===== src/rtl/pixel_loader_pkg.sv =====
// rtl/pixel_loader_pkg.sv - shared state encoding and width helpers for uart_pixel_loader
package pixel_loader_pkg;

    typedef enum logic [2:0] {
        ST_IDLE,
        ST_COLLECT,
        ST_WRITE,
        ST_CHECK,
        ST_DONE
    } state_e;

    // Counter width able to hold 0..n-1, never narrower than one bit.
    function automatic int cnt_w(input int n);
        return (n > 1) ? $clog2(n) : 1;
    endfunction

    function automatic int addr_w(input int pixels);
        return cnt_w(pixels);
    endfunction

    function automatic int pix_w(input int num_ch, input int ch_bits);
        return num_ch * ch_bits;
    endfunction

endpackage


===== src/rtl/uart_pixel_loader_led_stretch.sv =====
// rtl/uart_pixel_loader_led_stretch.sv - retriggerable activity LED hold timer
module led_stretch #(
    parameter int HOLD_CLKS = 1000000
) (
    input  logic i_Clock,
    input  logic i_Rst_n,
    input  logic i_Clear,
    input  logic i_Trig,
    output logic o_Led
);

    localparam int CW = pixel_loader_pkg::cnt_w(HOLD_CLKS);

    logic [CW-1:0] cnt_q;
    logic          led_q;

    // LED stays lit for HOLD_CLKS cycles counting the trigger cycle itself.
    always_ff @(posedge i_Clock or negedge i_Rst_n) begin
        if (!i_Rst_n) begin
            cnt_q <= '0;
            led_q <= 1'b0;
        end else if (i_Clear) begin
            cnt_q <= '0;
            led_q <= 1'b0;
        end else if (i_Trig) begin
            cnt_q <= CW'(HOLD_CLKS - 1);
            led_q <= 1'b1;
        end else if (cnt_q != '0) begin
            cnt_q <= cnt_q - 1'b1;
        end else begin
            led_q <= 1'b0;
        end
    end

    assign o_Led = led_q;

endmodule


===== src/rtl/uart_pixel_loader.sv =====
// rtl/uart_pixel_loader.sv - assembles UART bytes into pixels and writes frame RAM
// Optional frame checksum byte: define PIXEL_LOADER_CHECKSUM_EN.
module uart_pixel_loader
    import pixel_loader_pkg::*;
#(
    parameter int  NUM_CH        = 3,
    parameter int  CH_BITS       = 4,
    parameter int  FRAME_PIXELS  = 19200,
    parameter int  TIMEOUT_CLKS  = 100000,
    parameter int  LED_HOLD_CLKS = 1000000,
    localparam int ADDR_W        = addr_w(FRAME_PIXELS),
    localparam int PIX_W         = pix_w(NUM_CH, CH_BITS)
) (
    input  logic              i_Clock,
    input  logic              i_Rst_n,
    input  logic              i_Clear,
    input  logic              i_Rx_DV,
    input  logic [7:0]        i_Rx_Byte,
    output logic              o_Wr_En,
    output logic [ADDR_W-1:0] o_Wr_Addr,
    output logic [PIX_W-1:0]  o_Wr_Data,
    output logic              o_Frame_Done,
    output logic [7:0]        o_Frame_Cnt,
    output logic              o_Busy,
    output logic              o_Err_Timeout,
    output logic              o_Err_Csum,
    output logic              o_Led
);

    localparam int CH_W  = cnt_w(NUM_CH);
    localparam int TMO_W = cnt_w(TIMEOUT_CLKS);
`ifdef PIXEL_LOADER_CHECKSUM_EN
    localparam bit CHECK_EN = 1'b1;
`else
    localparam bit CHECK_EN = 1'b0;
`endif

    state_e            state_q;
    logic [ADDR_W-1:0] addr_q;
    logic [CH_W-1:0]   ch_q;
    logic [PIX_W-1:0]  pix_q;
    logic [TMO_W-1:0]  tmo_q;
    logic [7:0]        frame_cnt_q;
    logic              wr_en_q;
    logic              done_q;
    logic              err_tmo_q;

    logic last_px;
    logic csum_byte;
    logic data_byte;
    logic px_full;
    logic tmo_wait;
    logic tmo_fire;
    logic unused_bits;

    assign last_px = (addr_q == ADDR_W'(FRAME_PIXELS - 1));
`ifdef PIXEL_LOADER_CHECKSUM_EN
    // A byte arriving in the last pixel's write cycle is already the checksum.
    assign csum_byte = i_Rx_DV && (state_q == ST_CHECK || (state_q == ST_WRITE && last_px));
`else
    assign csum_byte = 1'b0;
`endif
    assign data_byte = i_Rx_DV && !csum_byte;
    assign px_full   = data_byte && (ch_q == CH_W'(NUM_CH - 1));
    assign tmo_wait  = (state_q == ST_COLLECT || state_q == ST_CHECK) && !i_Rx_DV;
    assign tmo_fire  = tmo_wait && (tmo_q == TMO_W'(TIMEOUT_CLKS - 1));
    assign unused_bits = ^i_Rx_Byte;

    always_ff @(posedge i_Clock or negedge i_Rst_n) begin
        if (!i_Rst_n) begin
            state_q     <= ST_IDLE;
            addr_q      <= '0;
            ch_q        <= '0;
            pix_q       <= '0;
            tmo_q       <= '0;
            frame_cnt_q <= '0;
            wr_en_q     <= 1'b0;
            done_q      <= 1'b0;
            err_tmo_q   <= 1'b0;
        end else if (i_Clear) begin
            state_q     <= ST_IDLE;
            addr_q      <= '0;
            ch_q        <= '0;
            tmo_q       <= '0;
            frame_cnt_q <= '0;
            wr_en_q     <= 1'b0;
            done_q      <= 1'b0;
            err_tmo_q   <= 1'b0;
        end else begin
            wr_en_q <= 1'b0;
            done_q  <= 1'b0;
            tmo_q   <= (tmo_wait && !tmo_fire) ? tmo_q + 1'b1 : '0;
            // Shifting channels in from the LSB side leaves channel 0 in the MSBs.
            if (data_byte) begin
                pix_q <= (pix_q << CH_BITS) | PIX_W'(i_Rx_Byte[7 -: CH_BITS]);
                ch_q  <= px_full ? '0 : ch_q + 1'b1;
            end
            case (state_q)
                ST_IDLE, ST_DONE: begin
                    if (px_full) begin
                        state_q <= ST_WRITE;
                        wr_en_q <= 1'b1;
                    end else if (data_byte || ch_q != '0) begin
                        state_q <= ST_COLLECT;
                    end else begin
                        state_q <= ST_IDLE;
                    end
                end
                ST_COLLECT: begin
                    if (px_full) begin
                        state_q <= ST_WRITE;
                        wr_en_q <= 1'b1;
                    end else if (tmo_fire) begin
                        state_q   <= ST_IDLE;
                        addr_q    <= '0;
                        ch_q      <= '0;
                        err_tmo_q <= 1'b1;
                    end
                end
                ST_WRITE: begin
                    addr_q <= last_px ? '0 : addr_q + 1'b1;
                    if (last_px) begin
                        if (CHECK_EN && !csum_byte) begin
                            state_q <= ST_CHECK;
                        end else begin
                            state_q     <= ST_DONE;
                            done_q      <= 1'b1;
                            frame_cnt_q <= frame_cnt_q + 8'd1;
                        end
                    end else if (px_full) begin
                        wr_en_q <= 1'b1;
                    end else begin
                        state_q <= ST_COLLECT;
                    end
                end
                ST_CHECK: begin
                    if (csum_byte) begin
                        state_q     <= ST_DONE;
                        done_q      <= 1'b1;
                        frame_cnt_q <= frame_cnt_q + 8'd1;
                    end else if (tmo_fire) begin
                        state_q   <= ST_IDLE;
                        addr_q    <= '0;
                        ch_q      <= '0;
                        err_tmo_q <= 1'b1;
                    end
                end
                default: state_q <= ST_IDLE;
            endcase
        end
    end

`ifdef PIXEL_LOADER_CHECKSUM_EN
    logic [7:0] csum_q;
    logic       err_csum_q;

    always_ff @(posedge i_Clock or negedge i_Rst_n) begin
        if (!i_Rst_n) begin
            csum_q     <= '0;
            err_csum_q <= 1'b0;
        end else if (i_Clear) begin
            csum_q     <= '0;
            err_csum_q <= 1'b0;
        end else begin
            if (data_byte) begin
                csum_q <= (state_q == ST_IDLE || state_q == ST_DONE) ? i_Rx_Byte : csum_q ^ i_Rx_Byte;
            end else if (tmo_fire) begin
                csum_q <= '0;
            end
            if (csum_byte && i_Rx_Byte != csum_q) begin
                err_csum_q <= 1'b1;
            end
        end
    end

    assign o_Err_Csum = err_csum_q;
`else
    assign o_Err_Csum = 1'b0;
`endif

    led_stretch #(
        .HOLD_CLKS (LED_HOLD_CLKS)
    ) u_led (
        .i_Clock (i_Clock),
        .i_Rst_n (i_Rst_n),
        .i_Clear (i_Clear),
        .i_Trig  (i_Rx_DV),
        .o_Led   (o_Led)
    );

    assign o_Wr_En       = wr_en_q;
    assign o_Wr_Addr     = addr_q;
    assign o_Wr_Data     = pix_q;
    assign o_Frame_Done  = done_q;
    assign o_Frame_Cnt   = frame_cnt_q;
    assign o_Busy        = (state_q != ST_IDLE);
    assign o_Err_Timeout = err_tmo_q;

endmodule


===== config.mk =====
export PLATFORM = sky130hd
export DESIGN_NAME = uart_pixel_loader
export DESIGN_NICKNAME = d
export VERILOG_FILES = /design/src/rtl/pixel_loader_pkg.sv /design/src/rtl/uart_pixel_loader_led_stretch.sv /design/src/rtl/uart_pixel_loader.sv
export SDC_FILE = /design/constraint.sdc
export NUM_CORES = 1
export LEC_CHECK = 0
export CORE_ASPECT_RATIO = 0.6
export CORE_MARGIN = 4
export CORE_UTILIZATION = 55
export DETAILED_ROUTE_END_ITERATION = 16
export HOLD_SLACK_MARGIN = 0.15
export PLACE_DENSITY = 0.9
export REMOVE_ABC_BUFFERS = 1
export SKIP_LAST_GASP = 1
export SLEW_MARGIN = 10
export SYNTH_ARGS = -nofsm -noshare
export SYNTH_HDL_FRONTEND = slang
export SYNTH_SLANG_ARGS = --single-unit

===== constraint.sdc =====
create_clock -name i_Clock -period 2.51 [get_ports i_Clock]
set_input_delay 0.3765 -clock i_Clock [delete_from_list [all_inputs] [get_ports i_Clock]]
set_output_delay 0.3765 -clock i_Clock [all_outputs]
set_load 0.01 [all_outputs]

=== Yosys cells after proc, flatten, opt, wreduce, memory -nomap -nowiden ===
Cells that the tools add are included.
W data, S select, Z words.

* Bits of input ports: 12
* Output and inout port bits: 41
* Flip-flop bits (word level): 81
* Word-level logic and storage cells: 92

* Mux-type cells: 41
* Reduce and logical (&&, ||, !) cells: 23
* Bitwise logic cells: 2
* Add/sub/neg operators: 5
* Equality and inequality tests: 10

{| class="wikitable"
|+ Operators with widths
! kind !! number
|-
| $mux W15 || 4
|-
| $mux W20 || 3
|-
| $pmux W15 S3 || 1
|-
| $mux W17 || 2
|-
| $mux W8 || 3
|-
| $reduce_bool A20 Y1 || 1
|-
| $sub A20 B1 Y20 const B || 1
|-
| $add A17 B1 Y17 const B || 1
|-
| $eq A17 B17 Y1 const B || 1
|-
| $add A15 B1 Y15 const B || 1
|-
| $eq A15 B15 Y1 const B || 1
|-
| $mux W3 || 5
|-
| $mux W1 || 13
|-
| $mux W2 || 6
|-
| $or A12 B4 Y12 || 1
|-
| $pmux W3 S4 || 1
|-
| $reduce_bool A3 Y1 || 3
|-
| $add A8 B1 Y8 const B || 1
|-
| $reduce_and A2 Y1 || 4
|-
| $eq A3 B2 Y1 const B || 2
|-
| $ne A3 B3 Y1 const B || 2
|-
| $reduce_bool A2 Y1 || 3
|-
| $logic_and A1 B1 Y1 || 4
|-
| $ne A4 B4 Y1 const B || 1
|-
| 13 further kinds || 16
|}

=== Logic depth before layout (Yosys ltp) ===
Gate-level depths: netlist (run 1).

* Depth after elaboration: 8
* Depth in mapped cells: 9
* Gate-level depth less buffers: 7

=== Hierarchy ===
A second synthesis (run 1) with hierarchy kept.

* Cells, all modules: 438
* Area total of the unflattened synthesis: 4,339.2 µm²

{| class="wikitable"
|+ By module, submodules not included
! module !! area each (µm²) !! times used !! sequential area each (µm²) !! cells each
|-
| uart_pixel_loader || 3,088.0 || 1 || 1,501.4 || 298
|-
| led_stretch || 1,251.2 || 1 || 525.5 || 140
|}

=== Worst setup path after synthesis (run 1) ===
Ideal clock, no wire load.

* Path type: register -> register
* Start: register u_led.cnt_q[14]
* End: register u_led.cnt_q[1]
* Cell stages (with the launch flop): 7
* Arrival: 2.108 ns
* Setup time: 0.096 ns
* Path slack: 0.307 ns
* Clock period less this slack: 2.203 ns
* Required time: 2.414 ns
* Buffers on the path: 2
* Cell sequence: dfrtp_1 -> or4_4 -> or4_4 -> buf_6 -> or2_1 -> buf_6 -> a311oi_2

* Word-level cells in the longest chain between the ends: 2

{| class="wikitable"
|+ RTL lines
! element !! line !! source
|-
| from (decl) || uart_pixel_loader_led_stretch.sv:14 || <nowiki>logic [CW-1:0] cnt_q;</nowiki>
|-
| from (signal assigned) || uart_pixel_loader_led_stretch.sv:26 || <nowiki>cnt_q <= CW'(HOLD_CLKS - 1);</nowiki>
|-
| from (signal assigned) || uart_pixel_loader_led_stretch.sv:29 || <nowiki>cnt_q <= cnt_q - 1'b1;</nowiki>
|-
| $reduce_bool A20 Y1 || uart_pixel_loader_led_stretch.sv:28 || <nowiki>end else if (cnt_q != '0) begin</nowiki>
|-
| $reduce_bool A3 Y1 (no source line) || n/a ||
|}

Every way passes these cells.
A chain may end at the register's enable or synchronous reset.

=== Worst setup path in the final report (run 1) ===
* Start: register u_led.cnt_q[11]
* End: register u_led.cnt_q[17]

* Word-level cells in the longest chain between the ends: 4
* Elaborated cells between the ends (all ways): 6
* Classes of those cells: 1 x add/sub; 3 x mux; 2 x reduce/logical

{| class="wikitable"
|+ RTL lines
! element !! line !! source
|-
| $sub A20 B1 Y20 || uart_pixel_loader_led_stretch.sv:29 ||
|-
| $mux W20 || uart_pixel_loader_led_stretch.sv:28 ||
|-
| $mux W20 || uart_pixel_loader_led_stretch.sv:25 || <nowiki>end else if (i_Trig) begin</nowiki>
|-
| $mux W20 || uart_pixel_loader_led_stretch.sv:22 || <nowiki>end else if (i_Clear) begin</nowiki>
|}

Parallel ways exist; a longest one is shown, timed or not. The select of a mux whose other input is x is not followed.

==> impl_summary.txt, run 1 <==
----------------------------------------------------
[Timing]
  Number of hold violations in the final report ... 0
  Unrepaired setup endpoints after global routing ... no
  Number of setup violations in the final report ... 0
  Worst Clk Skew ... 0.007193 ns
  Post-layout minimum cycle time ... 2.406 ns
  Actual transition at the worst max-transition pin ... 0.6036 ns
  Final worst path period share ... 0.9585
  Upper clock frequency limit ... 0.4157 GHz
  Setup TNS after final layout ... 0 ns
  Number of max-slew violations in the final report ... 0
  Tightest slew margin relative to the limit ... 0.5945

[Global route]
  First-pass GRT wire length ... roughly 17 mm
  Grt ovf ... 0
  Overall track demand over capacity in global routing ... 0.2366
  Vias in the first global route ... 3460
  Antenna violations before repair ... 0
  Maximum number of pins on one net before global-route repair ... 47

[Synth]
  Synthesized netlist cell count ... 426
  Post-Syn Area ... 0.004136 mm²
  Synth Flop Type ... dfrtp_1
  Count of yosys warnings during synthesis ... 0
  Distinct cell type count after synthesis ... 53
  Sequential element share of the synthesized area ... 0.4900
  Cell types with the largest area share after synthesis ... dfrtp_1, nor2_1, xor2_1
  Area leader, netlist ... dfrtp_1
  Share of flip-flops with an asynchronous set or reset after synthesis ... 1.000
  EDFF count, synth ... 0
  Average size of a mapped cell ... between 9 and 10 µm²
  Flops & latches, synth ... 81
  Proportion of netlist area held by the largest area contributor ... 0.4900

[Clock tree]
  Clock transition at the registers of the reported paths ... ~0.06 ns
  Buffer depth of the longest clock path ... 2
  Number of buffers added by the clock tree synthesis step ... 9
  Clock tree from TritonCTS ... built
  Source-to-sink clock delay at the later pin of the worst-skew pair ... 0.35 ns
  Htree depth ... 3
  Number of sinks on the clock net ... just over 80
  CTS Root Cell ... clkbuf_16

[Place]
  Cell area reported after detailed placement ... 0.004745 mm²
  Count of placed standard cells including taps ... 571
  Port Buffers ... 47
  Routability congestion estimate ... 0.9023
  Final HPWL from detailed placement ... 6.577 mm

[Detailed routing]
  Vias per cell ... 5.959
  First-pass iteration count of the detailed router ... 5
  Detail Route Antenna Nets ... 0
  Via count ... 3504
  Per-cell routed wire length ... 16.85 µm
  Total routed wirelength ... between 9 and 10 mm
  Violation count after the first detailed-route iteration ... 292
  DRC Markers ... 0

[Power]
  Cell leakage power ... 2.107 nW
  Cell internal power dissipation ... 2.467 mW
  Switching power summed over all nets ... ~780 µW
  Clk pwr share ... 0.434
  PwrDens ... 639.1 mW/mm²
  Sw Ratio ... 0.2408
  Max IR drop VDD ... 0.0004876 V
  Portion of total power attributed to sequential cells ... 0.443
  Logic gate share of total power ... 0.123

[Layout]
  Antenna diodes ... 0
  Share of layout cells above drive strength 1 ... 0.1240
  Layout Utilization ... 0.6967
  Commonest non-fill, non-tap cell in the layout ... dfrtp_1
  Commonest cells after routing, fill and taps aside ... dfrtp_1, nor2_1, clkdlybuf4s50_1
  Post-Layout Cell Count ... about 590
  Nets@finish ... around 500
  Finished Cell Area ... 0.005084 mm²
  P&R area growth vs syn ... 22.90%

[Critical path]
  Worst-path fanout max ... 14
  Crit path top cell by count ... or4_4
  Top delay family on crit path ... simple AND/OR/NAND/NOR gates
  Critical-path cell with the highest stage delay ... or4_4
  Setup crit start kind ... flip-flop
  Critical path class ... flip-flop to flip-flop
  Sum of buffers and inverters on the critical path ... 0
  Largest stage delay on the critical path ... 0.63 ns
  Arrival time reported for the critical path endpoint ... 2.62 ns
  Critical path required time ... around 2.7 ns
  Cell-by-cell listing of the critical path ... or4_4, or4_4, or2_1, o21ai_2, nor3b_1
  Critical path endpoint category ... flip-flop

[Die]
  Die extent in y ... around 75 µm
  I/O pin cnt ... 53
  Area enclosed by the die boundary ... 0.009018 mm²
  X dimension of the die ... 120.0 µm
  Core ar. ... 0.007297 mm²
  Starting utilization of the core area ... 0.5669
  Standard-cell row count ... 24

[Min path]
  HP Class ... flip-flop to flip-flop

[Flow run]
  Max_cap viols ... 0

[Status]
  Outcome ... finished clean

----------------------------------------------------
## synthesized netlist by cell type, drive strengths merged, types with 2 or more instances
cell and n:
nand3b 3, nor2b 2, or3 6, mux2i 2, xor2 22, nand3 21
or2 6, o31a 2, ha 5, o21ai 24, nand4bb 2, nand2b 3
inv 11, or4 9, nor2 58, nor4b 3, nand4 10, nand2 23
nor3 19, mux2 12, clkbuf 13, o31ai 3, nor3b 4, and4 5
and3 7, nor4 9, dfrtp 81, a21oi 27, buf 6, xnor2 11
o21bai 2, and2 2, a21o 2
## worst register-to-register path: stages (launching register included)
cell,delay [ns]
dfrtp_1,0.41
or4_4,0.55
or4_4,0.63
or2_1,0.39
o21ai_2,0.22
nor3b_1,0.07
## layer usage
metal  global-route usage  wire length (µm)  share of wire  up-vias
met2               0.3632              4586           0.46      136
met5                    0                 0              0        -
met4              0.07487               160          0.016        0
li1                     -                 -              -     1619
met3              0.07583               710          0.072       22
met1               0.3254              4449           0.45     1727
## area by class of cell
| class | count | area [µm²] |
|---|---|---|
| fill | 515 | 2213 |
| sequential | 81 | 2027 |
| multi-input combinational | 315 | 1971 |
| inverter | 11 | 41.29 |
| clock inverter | 3 | 46.29 |
| timing repair buffer | 61 | 588.1 |
| tap | 104 | 130.1 |
| clock buffer | 13 | 280.3 |
## path summary, 6_finish.rpt
| check | startpoint | endpoint | slack, ns | cells past startpoint |
|---|---|---|---|---|
| setup / recovery | u_led.cnt_q[11] | u_led.cnt_q[17] | 0.10 | 5 |
| hold / removal | tmo_q[0] | tmo_q[0] | 0.50 | 1 |
| setup reg to reg | u_led.cnt_q[11] | u_led.cnt_q[17] | 0.10 | 5 |
| hold reg to reg | tmo_q[0] | tmo_q[0] | 0.50 | 1 |
| max in group asynchronous | i_Rst_n | o_Wr_Data[9] | 1.37 | 3 |
| min in group asynchronous | i_Rst_n | tmo_q[4] | 0.54 | 2 |
## power groups by stage
stage                     combinational (mW)  sequential, mW  clock (mW)
after floorplan                        0.169            1.47           0
after global placement                 0.385            1.45           0
after detailed placement               0.397            1.46           0
after CTS                              0.403            1.44        1.42
after global routing                   0.437            1.45        1.48
final                                  0.400            1.44        1.41
## per-stage QoR
| step | hold slack, ns | power [mW] | setup slack (ns) |
|---|---|---|---|
| after detailed placement | 0.3694 | 1.857 | 0.09783 |
| after global placement | 0.3658 | 1.839 | 0.1737 |
| after global routing | 0.5286 | 3.371 | 0.008961 |
| final | 0.5033 | 3.249 | 0.1042 |
| after CTS | 0.5051 | 3.262 | 0.07400 |
| after floorplan | 0.08091 | 1.641 | 0.2443 |
## sequential cells by signal (all words and copies together) (netlist names)
signal,count
u_led.cnt_q,20
tmo_q,17
o_Wr_Addr,15
o_Wr_Data,12
o_Frame_Cnt,8
state_q,3
ch_q,2
o_Err_Timeout,1
o_Frame_Done,1
o_Wr_En,1
u_led.o_Led,1
## logic make-up (layout without fill, tap and decap cells)
logic type,Yosys count,after routing,synth area share
compound gates,67,67,0.09589
xor+xnor,33,33,0.06987
fa+ha+maj,5,5,0.01512
buf+inv,30,88,0.03418
flops,81,81,0.4900
mux,14,14,0.03751
other cells,1,1,0.0009066
simple gates,195,195,0.2565
## repair_timing
| action | in CTS | in global routing |
|---|---|---|
| endpoints found under the setup margin | 0 | 11 |
| hold buffers | 1 | 0 |
| gates resized for setup | 0 | 1 |
| setup buffers | 0 | 0 |
| hold endpoints to repair | 35 | 0 |
Power figures use the tool's default switching activity.
==> run 2: changes to the inputs <==
--- a/config.mk
+++ b/config.mk
@@ -5,6 +5,7 @@
 export SDC_FILE = /design/constraint.sdc
 export NUM_CORES = 1
 export LEC_CHECK = 0
+export ABC_AREA = 0
 export CORE_ASPECT_RATIO = 0.6
 export CORE_MARGIN = 4
 export CORE_UTILIZATION = 55
@@ -12,6 +13,7 @@
 export HOLD_SLACK_MARGIN = 0.15
 export PLACE_DENSITY = 0.9
 export REMOVE_ABC_BUFFERS = 1
+export SETUP_SLACK_MARGIN = 0.2
 export SKIP_LAST_GASP = 1
 export SLEW_MARGIN = 10
 export SYNTH_ARGS = -nofsm -noshare
==> run 2 against run 1 <==
Sequential share of layout area fell by 0.37 points; non-clock buffer count rose by 2; sequential power barely moved; die area did not move; critical endpoint unchanged; highest routed layer unchanged; cell area rose by 0.94%; worst hold slack improved by 0.00096 ns; clock skew rose by 0.00067 ns; utilization rose by 0.65 points; global-route usage barely moved.
==> impl_summary.txt, run 2 (synthesis gave the netlist of run 1 again) <==
----------------------------------------------------
[Timing]
  Number of hold violations in the final report ... 0 (unchanged)
  Number of max-slew violations in the final report ... 0 (unchanged)
  Post-layout minimum cycle time ... 2.270 ns (-0.1360 ns)
  Unrepaired setup endpoints after global routing ... yes
  Worst Clk Skew ... 0.007868 ns (+0.0006743 ns)
  Setup TNS after final layout ... 0 ns (unchanged)
  Worst Setup Slack, final ... 0.2401 ns (+0.1360 ns)
  Tightest slew margin relative to the limit ... 0.5897 (-0.004750)
  Upper clock frequency limit ... 0.4406 GHz (+6.0%)
  Final worst path period share ... 0.9043 (-0.05417)
  Actual transition at the worst max-transition pin ... 0.6107 ns (+0.007071 ns)
  Number of setup violations in the final report ... 0 (unchanged)

[Min path]
  Endpoint, Worst Hold ... tmo_q[0]
  Critical hold path startpoint ... tmo_q[0]
  HP Class ... flip-flop to flip-flop
  Number of stages on the worst hold path ... 1 (unchanged)

[Place]
  Post-Place Setup Slack ... 0.09783 ns (unchanged)
  Port Buffers ... 47 (unchanged)
  Routability congestion estimate ... 0.9023 (unchanged)
  Final HPWL from detailed placement ... 6.577 mm (unchanged)

[Critical path]
  Sum of buffers and inverters on the critical path ... 0 (unchanged)
  Worst setup slack for register-to-register paths ... 0.24 ns (+0.14 ns)
  Critical path required time ... 2.73 ns (about the same)
  Setup crit start kind ... flip-flop
  Reg2Reg Depth ... 5 (unchanged)
  Top delay family on crit path ... simple AND/OR/NAND/NOR gates
  Worst-path fanout max ... 8 (-6)
  Critical path endpoint category ... flip-flop
  Arrival time reported for the critical path endpoint ... 2.49 ns (-0.13 ns)
  Largest stage delay on the critical path ... 0.56 ns (-0.07 ns)
  Worst R2R End ... u_led.cnt_q[17]
  Critical register-to-register path startpoint ... u_led.cnt_q[14]
  Cell-by-cell listing of the critical path ... or4_4, or4_4, or2_4, o21ai_2, nor3b_1
  Critical-path cell with the highest stage delay ... or4_4
  Crit path top cell by count ... or4_4
  Critical path class ... flip-flop to flip-flop

[Detailed routing]
  DRC Markers ... 0 (unchanged)
  Per-cell routed wire length ... 17.22 µm (+2.2%)
  Total routed wirelength ... 10.18 mm (+2.7%)
  First-pass iteration count of the detailed router ... 5 (unchanged)
  Via count ... 3520 (+0.46%)
  Detail Route Antenna Nets ... 0 (unchanged)
  Vias per cell ... 5.956 (about the same)
  Violation count after the first detailed-route iteration ... 281 (-3.8%)

[Die]
  Die extent in y ... 75.18 µm (unchanged)
  Starting utilization of the core area ... 0.5669 (unchanged)
  Standard-cell row count ... 24 (unchanged)
  Area enclosed by the die boundary ... 0.009018 mm² (unchanged)
  X dimension of the die ... 120.0 µm (unchanged)
  Core ar. ... 0.007297 mm² (unchanged)
  I/O pin cnt ... 53 (unchanged)

[Layout]
  Antenna diodes ... 0 (unchanged)
  P&R area growth vs syn ... 24.05%
  Reg with most FFs ... u_led.cnt_q
  Commonest non-fill, non-tap cell in the layout ... dfrtp_1
  Nets@finish ... 499 (+0.60%)
  Share of layout cells above drive strength 1 ... 0.1396 (+0.01566)
  Max FFs per register ... 20 (unchanged)
  Commonest cells after routing, fill and taps aside ... dfrtp_1, nor2_1, clkdlybuf4s50_1

[Global route]
  Vias in the first global route ... 3470 (+0.29%)
  First-pass GRT wire length ... 16.77 mm (+0.20%)
  Grt ovf ... 0 (unchanged)
  Maximum number of pins on one net before global-route repair ... 47 (unchanged)
  Overall track demand over capacity in global routing ... 0.2368 (about the same)
  Antenna violations before repair ... 0 (unchanged)

[Clock tree]
  CTS Root Cell ... clkbuf_16
  Clock tree from TritonCTS ... built
  Number of buffers added by the clock tree synthesis step ... 9 (unchanged)
  Buffer depth of the longest clock path ... 2 (unchanged)
  Clock transition at the registers of the reported paths ... 0.06 ns (about the same)
  Htree depth ... 3 (unchanged)
  Source-to-sink clock delay at the later pin of the worst-skew pair ... 0.35 ns (about the same)
  Number of sinks on the clock net ... 81 (unchanged)

[Power]
  Max IR drop VDD ... 0.0004881 V (+0.10%)
  PwrDens ... 635.7 mW/mm² (-0.53%)
  Cell leakage power ... 2.126 nW (+0.92%)

[Status]
  Outcome ... finished clean

[Flow run]
  Max_cap viols ... 0 (unchanged)

----------------------------------------------------
[run 2: changes by cell type in the layout (fill, tap and decap cells not counted), sizes merged]
cell / change
buf: +2
or4: +1
[run 2: where the power goes]
| part | switching, mW | internal [mW] | leakage [nW] | total [mW] |
|---|---|---|---|---|
| Clock | 0.528 | 0.881 | 0.158 | 1.41 |
| Combinational | 0.197 | 0.215 | 0.886 | 0.413 |
| Sequential | 0.0631 | 1.38 | 1.08 | 1.44 |
[run 2: final cells by class]
cell class	count	area [µm²]
Fill cell	511	2166
Sequential cell	81	2027
Multi-Input combinational cell	316	2003
Timing Repair Buffer	63	603.1
Clock buffer	13	280.3
Tap cell	104	130.1
Clock inverter	3	46.29
Inverter	11	41.29
[run 2: repair_timing]
item,4_1_cts,5_1_grt
resized for setup,2,5
endpoints found under the setup margin,14,23
hold buffers,1,0
hold endpoints to repair,35,0
gates cloned,0,1
pin swaps,0,1
setup buffers,0,2
[run 2: metrics by stage]
step                  util  instances  hold WS (ns)  instance area, µm²  power [mW]
finish              0.7032        591        0.5043                5131       3.262
global route        0.7032        591        0.5286                5131       3.385
CTS                 0.6970        588        0.5051                5086       3.262
detailed placement  0.6502        571        0.3694                4745       1.857
global placement    0.6502        571        0.3658                4745       1.839
floorplan                -        407       0.08091                4036       1.641
[run 2: worst max-delay path by stage]
stage / start / end / slack, ns / cells after the start
floorplan: state_q[0] / o_Wr_Addr[11] / 0.24 / 5
global placement: u_led.cnt_q[11] / u_led.cnt_q[17] / 0.17 / 5
detailed placement: o_Wr_Addr[0] / o_Wr_Addr[14] / 0.1 / 6
CTS: u_led.cnt_q[11] / u_led.cnt_q[17] / 0.20 / 5
global route: u_led.cnt_q[14] / u_led.cnt_q[17] / 0.18 / 5
finish: u_led.cnt_q[14] / u_led.cnt_q[17] / 0.24 / 5
[run 2: worst reg2reg max path: cells and delay by family (launching register included)]
family	cells	cell delay, ns
flops	1	0.47
simple gates	4	1.49
compound gates	1	0.18
[run 2: layer usage]
metal,vias up,part of all wire,GRT usage
met2,146,0.47,0.3650
met5,-,0,0
met1,1727,0.45,0.3245
met4,0,0.016,0.07487
met3,19,0.072,0.07583
li1,1628,-,-
==> run 3: changes to the inputs <==
--- a/config.mk
+++ b/config.mk
@@ -9,6 +9,7 @@
 export CORE_ASPECT_RATIO = 0.6
 export CORE_MARGIN = 4
 export CORE_UTILIZATION = 55
+export CTS_CLUSTER_SIZE = 40
 export DETAILED_ROUTE_END_ITERATION = 16
 export HOLD_SLACK_MARGIN = 0.15
 export PLACE_DENSITY = 0.9
==> results of run 3 <==
No change in the layout: final DEF, timing and power equal those of run 2.
